$ cat config.mk
export PLATFORM = sky130hd
export DESIGN_NAME = mc_ctrl_fsm
export DESIGN_NICKNAME = d
export VERILOG_FILES = /design/src/rtl/mc_ctrl_pkg.sv /design/src/rtl/mc_ctrl_outdec.sv /design/src/rtl/mc_ctrl_fsm.sv
export SDC_FILE = /design/constraint.sdc
export NUM_CORES = 1
export LEC_CHECK = 0
export BUFFER_PORTS_ARGS = -buffer_cell sky130_fd_sc_hd__buf_4
export CAP_MARGIN = 20
export CORE_MARGIN = 2
export CORE_UTILIZATION = 42
export DETAILED_ROUTE_END_ITERATION = 16
export PLACE_DENSITY = 0.75
export RECOVER_POWER = 100
export SETUP_SLACK_MARGIN = 0.4
export SLEW_MARGIN = 20
export SYNTH_ARGS = -nofsm -noshare
export SYNTH_HDL_FRONTEND = slang
export SYNTH_SLANG_ARGS = --single-unit
$ cat constraint.sdc
create_clock -name clk -period 1.3 [get_ports clk]
set_input_delay 0.195 -clock clk [delete_from_list [all_inputs] [get_ports clk]]
set_output_delay 0.195 -clock clk [all_outputs]
set_load 0.005 [all_outputs]
$ cat src/rtl/mc_ctrl_pkg.sv
// mc_ctrl_pkg: shared constants, state encoding and control-word type for the
// multicycle MIPS-subset sequencer. Optional jump support: MC_JUMP_EN.
package mc_ctrl_pkg;

  localparam int OP_W  = 6;
  localparam int AOP_W = 3;

  // Opcodes as they appear in instruction bits [31:26]
  localparam logic [OP_W-1:0] OP_RTYPE = 6'b000000;
  localparam logic [OP_W-1:0] OP_LW    = 6'b100011;
  localparam logic [OP_W-1:0] OP_SW    = 6'b101011;
  localparam logic [OP_W-1:0] OP_BEQ   = 6'b000100;
  localparam logic [OP_W-1:0] OP_ADDI  = 6'b001000;
  localparam logic [OP_W-1:0] OP_ANDI  = 6'b001100;
  localparam logic [OP_W-1:0] OP_ORI   = 6'b001101;
  localparam logic [OP_W-1:0] OP_SLTI  = 6'b001010;
  localparam logic [OP_W-1:0] OP_J     = 6'b000010;

  // ALU-op codes, same encoding the datapath ALU control expects
  localparam logic [AOP_W-1:0] AOP_ADD   = 3'b000;
  localparam logic [AOP_W-1:0] AOP_SUB   = 3'b001;
  localparam logic [AOP_W-1:0] AOP_RFUNC = 3'b010;
  localparam logic [AOP_W-1:0] AOP_ADDI  = 3'b011;
  localparam logic [AOP_W-1:0] AOP_SLTI  = 3'b100;
  localparam logic [AOP_W-1:0] AOP_ANDI  = 3'b101;
  localparam logic [AOP_W-1:0] AOP_ORI   = 3'b110;

  // ALU B-operand select
  localparam logic [1:0] SRCB_RT    = 2'b00;
  localparam logic [1:0] SRCB_FOUR  = 2'b01;
  localparam logic [1:0] SRCB_IMM   = 2'b10;
  localparam logic [1:0] SRCB_IMMSH = 2'b11;

  // PC source select; the jump-target code exists only when jumps are built in
  localparam logic [1:0] PCSRC_ALU    = 2'b00;
  localparam logic [1:0] PCSRC_ALUOUT = 2'b01;
`ifdef MC_JUMP_EN
  localparam logic [1:0] PCSRC_JUMP   = 2'b10;
`endif

  typedef enum logic [3:0] {
    S_FETCH  = 4'd0,
    S_DECODE = 4'd1,
    S_MEMADR = 4'd2,
    S_MEMRD  = 4'd3,
    S_MEMWB  = 4'd4,
    S_MEMWR  = 4'd5,
    S_EXEC_R = 4'd6,
    S_RWB    = 4'd7,
    S_EXEC_I = 4'd8,
    S_IWB    = 4'd9,
    S_BRANCH = 4'd10,
    S_JUMP   = 4'd11
  } state_e;

  typedef struct packed {
    logic             pc_write;
    logic             pc_write_cond;
    logic             iord;
    logic             mem_read;
    logic             mem_write;
    logic             ir_write;
    logic             reg_dst;
    logic             mem_to_reg;
    logic             reg_write;
    logic             alu_src_a;
    logic [1:0]       alu_src_b;
    logic [AOP_W-1:0] aop;
    logic [1:0]       pc_src;
    logic             instr_done;
  } ctrl_t;

  localparam ctrl_t CTRL_IDLE = '{
    pc_write:      1'b0,
    pc_write_cond: 1'b0,
    iord:          1'b0,
    mem_read:      1'b0,
    mem_write:     1'b0,
    ir_write:      1'b0,
    reg_dst:       1'b0,
    mem_to_reg:    1'b0,
    reg_write:     1'b0,
    alu_src_a:     1'b0,
    alu_src_b:     2'b00,
    aop:           3'b000,
    pc_src:        2'b00,
    instr_done:    1'b0
  };

  // True for every opcode the sequencer knows how to execute
  function automatic logic op_legal(input logic [OP_W-1:0] op);
    logic ok;
    case (op)
      OP_RTYPE, OP_LW, OP_SW, OP_BEQ,
      OP_ADDI, OP_ANDI, OP_ORI, OP_SLTI: ok = 1'b1;
`ifdef MC_JUMP_EN
      OP_J:    ok = 1'b1;
`else
      OP_J:    ok = 1'b0;
`endif
      default: ok = 1'b0;
    endcase
    return ok;
  endfunction

  // ALU operation for the immediate-arithmetic group
  function automatic logic [AOP_W-1:0] itype_aop(input logic [OP_W-1:0] op);
    logic [AOP_W-1:0] a;
    case (op)
      OP_ADDI: a = AOP_ADDI;
      OP_ANDI: a = AOP_ANDI;
      OP_SLTI: a = AOP_SLTI;
      OP_ORI:  a = AOP_ORI;
      default: a = AOP_ADD;
    endcase
    return a;
  endfunction

  // Drop every strobe but keep the selects, so a stalled cycle does nothing
  function automatic ctrl_t strip_strobes(input ctrl_t c);
    ctrl_t r;
    r               = c;
    r.pc_write      = 1'b0;
    r.pc_write_cond = 1'b0;
    r.mem_read      = 1'b0;
    r.mem_write     = 1'b0;
    r.ir_write      = 1'b0;
    r.reg_write     = 1'b0;
    r.instr_done    = 1'b0;
    return r;
  endfunction

endpackage

$ cat src/rtl/mc_ctrl_outdec.sv
// mc_ctrl_outdec: combinational state/opcode -> datapath control word.
// Optional jump state decoding: MC_JUMP_EN.
module mc_ctrl_outdec
  import mc_ctrl_pkg::*;
#(
  parameter int OPW = 6
) (
  input  state_e         state_i,
  input  logic [OPW-1:0] opcode_i,
  input  logic           mem_rdy_i,
  output ctrl_t          ctrl_o
);

  // Moore control word per state; only the memory-completing strobes look at mem_rdy
  always_comb begin
    ctrl_o = CTRL_IDLE;
    case (state_i)
      S_FETCH: begin
        ctrl_o.mem_read  = 1'b1;
        ctrl_o.iord      = 1'b0;
        ctrl_o.alu_src_a = 1'b0;
        ctrl_o.alu_src_b = SRCB_FOUR;
        ctrl_o.aop       = AOP_ADD;
        ctrl_o.pc_src    = PCSRC_ALU;
        ctrl_o.ir_write  = mem_rdy_i;
        ctrl_o.pc_write  = mem_rdy_i;
      end
      S_DECODE: begin
        // Branch target is precomputed into ALUOut while the opcode is examined
        ctrl_o.alu_src_a = 1'b0;
        ctrl_o.alu_src_b = SRCB_IMMSH;
        ctrl_o.aop       = AOP_ADD;
        if (op_legal(opcode_i)) begin
          ctrl_o.instr_done = 1'b0;
        end else begin
          ctrl_o.instr_done = 1'b1;
        end
      end
      S_MEMADR: begin
        ctrl_o.alu_src_a = 1'b1;
        ctrl_o.alu_src_b = SRCB_IMM;
        ctrl_o.aop       = AOP_ADD;
      end
      S_MEMRD: begin
        ctrl_o.mem_read = 1'b1;
        ctrl_o.iord     = 1'b1;
      end
      S_MEMWB: begin
        ctrl_o.reg_write  = 1'b1;
        ctrl_o.reg_dst    = 1'b0;
        ctrl_o.mem_to_reg = 1'b1;
        ctrl_o.instr_done = 1'b1;
      end
      S_MEMWR: begin
        ctrl_o.mem_write  = 1'b1;
        ctrl_o.iord       = 1'b1;
        ctrl_o.instr_done = mem_rdy_i;
      end
      S_EXEC_R: begin
        ctrl_o.alu_src_a = 1'b1;
        ctrl_o.alu_src_b = SRCB_RT;
        ctrl_o.aop       = AOP_RFUNC;
      end
      S_RWB: begin
        ctrl_o.reg_write  = 1'b1;
        ctrl_o.reg_dst    = 1'b1;
        ctrl_o.mem_to_reg = 1'b0;
        ctrl_o.instr_done = 1'b1;
      end
      S_EXEC_I: begin
        ctrl_o.alu_src_a = 1'b1;
        ctrl_o.alu_src_b = SRCB_IMM;
        ctrl_o.aop       = itype_aop(opcode_i);
      end
      S_IWB: begin
        ctrl_o.reg_write  = 1'b1;
        ctrl_o.reg_dst    = 1'b0;
        ctrl_o.mem_to_reg = 1'b0;
        ctrl_o.instr_done = 1'b1;
      end
      S_BRANCH: begin
        // The datapath gates this PC load with the ALU zero flag
        ctrl_o.alu_src_a     = 1'b1;
        ctrl_o.alu_src_b     = SRCB_RT;
        ctrl_o.aop           = AOP_SUB;
        ctrl_o.pc_write_cond = 1'b1;
        ctrl_o.pc_src        = PCSRC_ALUOUT;
        ctrl_o.instr_done    = 1'b1;
      end
`ifdef MC_JUMP_EN
      S_JUMP: begin
        ctrl_o.pc_write   = 1'b1;
        ctrl_o.pc_src     = PCSRC_JUMP;
        ctrl_o.instr_done = 1'b1;
      end
`endif
      default: begin
        ctrl_o = CTRL_IDLE;
      end
    endcase
  end

endmodule

$ cat src/rtl/mc_ctrl_fsm.sv
// mc_ctrl_fsm: multicycle Moore sequencer for the MIPS-subset datapath.
// Holds the state register, next-state logic and the sticky illegal flag;
// control outputs come from mc_ctrl_outdec. Optional J support: MC_JUMP_EN.
module mc_ctrl_fsm
  import mc_ctrl_pkg::*;
#(
  parameter int OPW  = 6,
  parameter int AOPW = 3
) (
  input  logic            clk,
  input  logic            rst_n,
  input  logic [OPW-1:0]  UIn,
  input  logic            zero,
  input  logic            mem_rdy,
  input  logic            hold,
  output logic            PCWrite,
  output logic            PCWriteCond,
  output logic            IorD,
  output logic            MRead,
  output logic            MWrite,
  output logic            IRWrite,
  output logic            RegDs,
  output logic            MtoR,
  output logic            Urw,
  output logic            ALUsrcA,
  output logic [1:0]      ALUsrcB,
  output logic [AOPW-1:0] AOp,
  output logic [1:0]      PCSrc,
  output logic            instr_done,
  output logic            illegal,
  output logic [3:0]      state_o
);

  state_e state_q, state_d;
  logic   illegal_q, illegal_d;
  ctrl_t  dec_s;
  ctrl_t  ctrl_s;

  // Branch resolution happens in the datapath (PCWriteCond & zero); the
  // sequencer itself never needs the flag.
  logic unused_zero_s;
  assign unused_zero_s = zero;

  mc_ctrl_outdec #(
    .OPW(OPW)
  ) u_outdec (
    .state_i   (state_q),
    .opcode_i  (UIn),
    .mem_rdy_i (mem_rdy),
    .ctrl_o    (dec_s)
  );

  // Next state and illegal flag; hold freezes everything, including a mem_rdy arriving now
  always_comb begin
    state_d   = state_q;
    illegal_d = illegal_q;
    if (hold) begin
      state_d = state_q;
    end else begin
      case (state_q)
        S_FETCH:  state_d = mem_rdy ? S_DECODE : S_FETCH;
        S_DECODE: begin
          case (UIn)
            OP_LW, OP_SW:                      state_d = S_MEMADR;
            OP_RTYPE:                          state_d = S_EXEC_R;
            OP_BEQ:                            state_d = S_BRANCH;
            OP_ADDI, OP_ANDI, OP_SLTI, OP_ORI: state_d = S_EXEC_I;
`ifdef MC_JUMP_EN
            OP_J:                              state_d = S_JUMP;
`endif
            default: begin
              state_d   = S_FETCH;
              illegal_d = 1'b1;
            end
          endcase
        end
        S_MEMADR: state_d = (UIn == OP_LW) ? S_MEMRD : S_MEMWR;
        S_MEMRD:  state_d = mem_rdy ? S_MEMWB : S_MEMRD;
        S_MEMWB:  state_d = S_FETCH;
        S_MEMWR:  state_d = mem_rdy ? S_FETCH : S_MEMWR;
        S_EXEC_R: state_d = S_RWB;
        S_RWB:    state_d = S_FETCH;
        S_EXEC_I: state_d = S_IWB;
        S_IWB:    state_d = S_FETCH;
        S_BRANCH: state_d = S_FETCH;
`ifdef MC_JUMP_EN
        S_JUMP:   state_d = S_FETCH;
`endif
        default:  state_d = S_FETCH;
      endcase
    end
  end

  // State register and sticky illegal flag; reset returns to FETCH at once
  always_ff @(posedge clk or negedge rst_n) begin
    if (!rst_n) begin
      state_q   <= S_FETCH;
      illegal_q <= 1'b0;
    end else begin
      state_q   <= state_d;
      illegal_q <= illegal_d;
    end
  end

  // Output qualification: reset silences strobes and selects, hold silences only strobes
  always_comb begin
    ctrl_s = dec_s;
    if (!rst_n) begin
      ctrl_s = CTRL_IDLE;
    end else if (hold) begin
      ctrl_s = strip_strobes(dec_s);
    end else begin
      ctrl_s = dec_s;
    end
  end

  assign PCWrite     = ctrl_s.pc_write;
  assign PCWriteCond = ctrl_s.pc_write_cond;
  assign IorD        = ctrl_s.iord;
  assign MRead       = ctrl_s.mem_read;
  assign MWrite      = ctrl_s.mem_write;
  assign IRWrite     = ctrl_s.ir_write;
  assign RegDs       = ctrl_s.reg_dst;
  assign MtoR        = ctrl_s.mem_to_reg;
  assign Urw         = ctrl_s.reg_write;
  assign ALUsrcA     = ctrl_s.alu_src_a;
  assign ALUsrcB     = ctrl_s.alu_src_b;
  assign AOp         = ctrl_s.aop;
  assign PCSrc       = ctrl_s.pc_src;
  assign instr_done  = ctrl_s.instr_done;
  assign illegal     = illegal_q;
  assign state_o     = state_q;

endmodule

==> results.yml, run 1 <==
yosys:
  ys_seq_area_frac: 0.161
  avgSynthCellArea_um2: 7.19
  ys_top_cells_by_area: "dfrtp_1 (16%), nand2_1 (6.8%), nor2_1 (4.3%)"
  yosysUniqueCellTypes: 50
  syn_inst: 108
  async_reset_ff_frac: 1.00
  synth-edff-count: 0
  syn_nets: 119
  postSynthRegisterBits: 5
  ys_warn_count: 0
  yosysTopAreaCellShare: 0.161
  synth_top_flop_cell: "dfrtp_1"
  synth_top_cell_by_area: "dfrtp_1"
  syn-cell-area_um2: 777
floorplanning:
  die_w_um: 47.0
  die_h_um: 47.0
  fp-row-count: 15
  initial_core_util: 0.450
  pin_count: 34
placed_design:
  placed_cells: 199
  place.gp.congestion: 0.864
  portBuffers: 31
  place_ws_ps: -242
  dp_hpwl_mm: 2.31
clocking:
  post-cts-setup-buffers: 13
  cts_max_path_buffers: 2
  cts_max_level: 1
  clockRootBuffer: "clkbuf_4"
  cts_resized: 38
  cts_sinks: 5
  cts_buffers: 3
  postCtsHoldBufs: 1
outcome:
  status: "aborted with a tool error"
  stop_stage: "clock tree synthesis"
  stop_error: "[ERROR DPL-0033] detailed placement checks failed during check placement."
## logic make-up after synthesis
logic type	after synthesis	synth area share
buffers and inverters	13	0.0966
multiplexers	1	0.0129
XOR/XNOR	3	0.0338
flip-flops	5	0.161
AND/OR/NAND/NOR	54	0.377
AO/OA/AOI/OAI	31	0.314
other	1	0.00483
## cells in the mapped netlist, drive strengths merged (2+ instances only)
master / n
a21oi: 4
nor2b: 4
nor4: 5
inv: 3
or2: 2
nand2: 14
xnor2: 2
o221ai: 2
nor2: 10
clkbuf: 2
a21o: 2
buf: 8
dfrtp: 5
or2b: 3
o31a: 2
o21ai: 4
a211oi: 2
nor3: 6
## metrics by stage
| stage | instance area (um2) | util |
|---|---|---|
| 3_3_place_gp | 1390 | 0.803 |
| 2_1_floorplan | 861 | - |
| 3_5_place_dp | 1390 | 0.803 |
==> run 2: changes to the inputs <==
Settings changed: CORE_AREA from default to 2 2 63 65, CORE_MARGIN 2 to default, CORE_UTILIZATION 42 to default, DIE_AREA from default to 0 0 65 67, PLACE_DENSITY 0.75 to default, PLACE_DENSITY_LB_ADDON from default to 0.15, SETUP_SLACK_MARGIN 0.4 to default.
Clock period 1.3 ns to 1.7 ns, I/O delays scaled along.
==> results.yml, run 2 <==
grt:
  grtUsageTotal: 0.143
  antenna_found_initial: 0
  grt_pass1_vias: 961
  grt_max_degree: 12
  grt_pass1_wl_mm: 4.81
  overflow: 0
yosys:
  synth_top_flop_cell: "dfrtp_1"
  synth-edff-count: 0
  async_reset_ff_frac: 1.00
  ys_seq_area_frac: 0.161
  synth_top_cell_by_area: "dfrtp_1"
  yosysTopAreaCellShare: 0.161
  syn_inst: 108
  postSynthRegisterBits: 5
  avgSynthCellArea_um2: 7.19
  syn-cell-area_um2: 777
  ys_top_cells_by_area: "dfrtp_1 (16%), nand2_1 (6.8%), nor2_1 (4.3%)"
  synthTopCellsByCount: "nand2_1 (14), nor2_1 (9), nor3_1 (6)"
  yosysUniqueCellTypes: 50
  ys_warn_count: 0
  syn_nets: 119
  yosysMostFrequentCell: "nand2_1"
finish:
  nets: 180
  antennaDiodeCount: 0
  fin_cells: 216
  final_layout_size_suffix_gt1_frac: 0.560
  layout_common_cells: "buf_4 (58), nand2_1 (12), nor2_1 (8)"
  final_common_cell: "buf_4"
  largest_reg_flops: 4
  syn_to_final_growth_pct: 87.0
clocking:
  clk_pin_slew_ps: 40
  cts_tree: "yes"
  cts_buffers: 3
  cts_max_level: 1
  clockRootBuffer: "clkbuf_8"
  clk_latency_ps: 230
  cts_max_path_buffers: 2
  cts_sinks: 5
critical_path:
  reg2reg_setup_slack_ps: 70
  cp.arrival_ps: 1520
  start_kind: "register"
  endpoint_kind: "output pin"
  crit_required_ps: 1440
  ff2ff_path_depth: 6
  path_max_fanout: 5
  path_class: "reg2out"
worst_hold_path:
  whs_path_depth: 3
  hp-class: "in2reg"
sta:
  holdWs_ps: 349
  max_freq_ghz: 0.564
  setup_slack_ps: -73.7
  clock_skew_ps: 3.02
  setup-violations-final: 5
  period_share: 1.04
  slew_violations: 0
  hold_viol_final: 0
  rsz0062_at_grt: "true"
  min_period_ps: 1770
floorplanning:
  core_area_um2: 3610
  die_w_um: 65
  die_h_um: 67
  dieArea_um2: 4360
  initial_core_util: 0.215
  fp-row-count: 22
  pin_count: 34
outcome:
  status: "finished with violations"
  violations: "setup timing"
route:
  antenna_left: 0
  totalWireLength_mm: 3.09
  via_count: 1042
  viasPerCell: 4.82
  drc: 0
  dr.first_iter.drc_count: 44
  routedWlPerCell_um: 14.3
  dr.pass1.iters: 4
placed_design:
  dp_hpwl_mm: 2.15
  place_ws_ps: -53.9
  place.gp.congestion: 0.761
  placed_cells: 193
  portBuffers: 31
job:
  cap_violations: 0
power_and_ir_drop:
  vdd_drop_max_uv: 559
  total_power_w: 0.00129
  cellPowerDensity_nw_per_um2: 891
  p_leak_nw: 0.647
-- run 2: area by class of cell --
| type | count | area (um2) |
|---|---|---|
| Clock buffer | 4 | 45.0 |
| Multi-Input combinational cell | 90 | 678 |
| Timing Repair Buffer | 66 | 529 |
| Tap cell | 48 | 60.1 |
| Inverter | 3 | 11.3 |
| Sequential cell | 5 | 129 |
| Fill cell | 374 | 2150 |
-- run 2: power by group --
group / internal (W) / switching [W]
Clock: 0.000162 / 0.0000701
Combinational: 0.000458 / 0.000427
Sequential: 0.000143 / 0.0000337
-- run 2: final timing paths --
check                                        from                      to
setup / recovery           state_o[0]$_DFFE_PN0N_              instr_done
hold / removal                               hold  state_o[0]$_DFFE_PN0N_
setup reg to reg           state_o[2]$_DFFE_PN0N_  state_o[2]$_DFFE_PN0N_
hold reg to reg               illegal$_DFFE_PN0P_     illegal$_DFFE_PN0P_
max in group asynchronous                   rst_n  state_o[1]$_DFFE_PN0N_
min in group asynchronous                   rst_n  state_o[0]$_DFFE_PN0N_
-- run 2: logic make-up (layout without fill, tap and decap cells) --
group	count (synthesis)	after routing	synth area share
simple gates	54	54	0.377
xor+xnor	3	3	0.0338
flops	5	5	0.161
mux	1	1	0.0129
compound gates	31	31	0.314
buf+inv	13	73	0.0966
other cells	1	1	0.00483
-- run 2: repair_timing --
| item | CTS | global route |
|---|---|---|
| pin swaps | 9 | 8 |
| hold buffers | 1 | 0 |
| setup endpoints to repair | 11 | 17 |
| resized for setup | 15 | 15 |
| setup buffers | 13 | 5 |
| endpoints found under the hold margin | 5 | 0 |
-- run 2: worst max-delay path, stage by stage (launching register included) --
cell       delay (ps)
dfrtp_2           440
and3b_1           190
a211oi_2          180
a31oi_2            90
a2111oi_4         230
buf_4             170
-- run 2: layer usage --
layer,GRT usage,vias up,part of all wire
met5,0,-,0
met1,0.191,488,0.46
met4,0.0532,0,0.019
met2,0.231,25,0.48
li1,-,522,-
met3,0.0236,7,0.033
-- run 2: metrics by stage --
stage / cell area, um2 / TNS [ps] / util
3_3_place_gp: 1140 / -44.8 / 0.316
5_1_grt: 1450 / -674 / 0.403
3_5_place_dp: 1140 / -53.9 / 0.316
2_1_floorplan: 777 / 0 / -
6_report: 1450 / -172 / 0.403
4_1_cts: 1360 / -332 / 0.377
(Power assumes the default switching activity.)
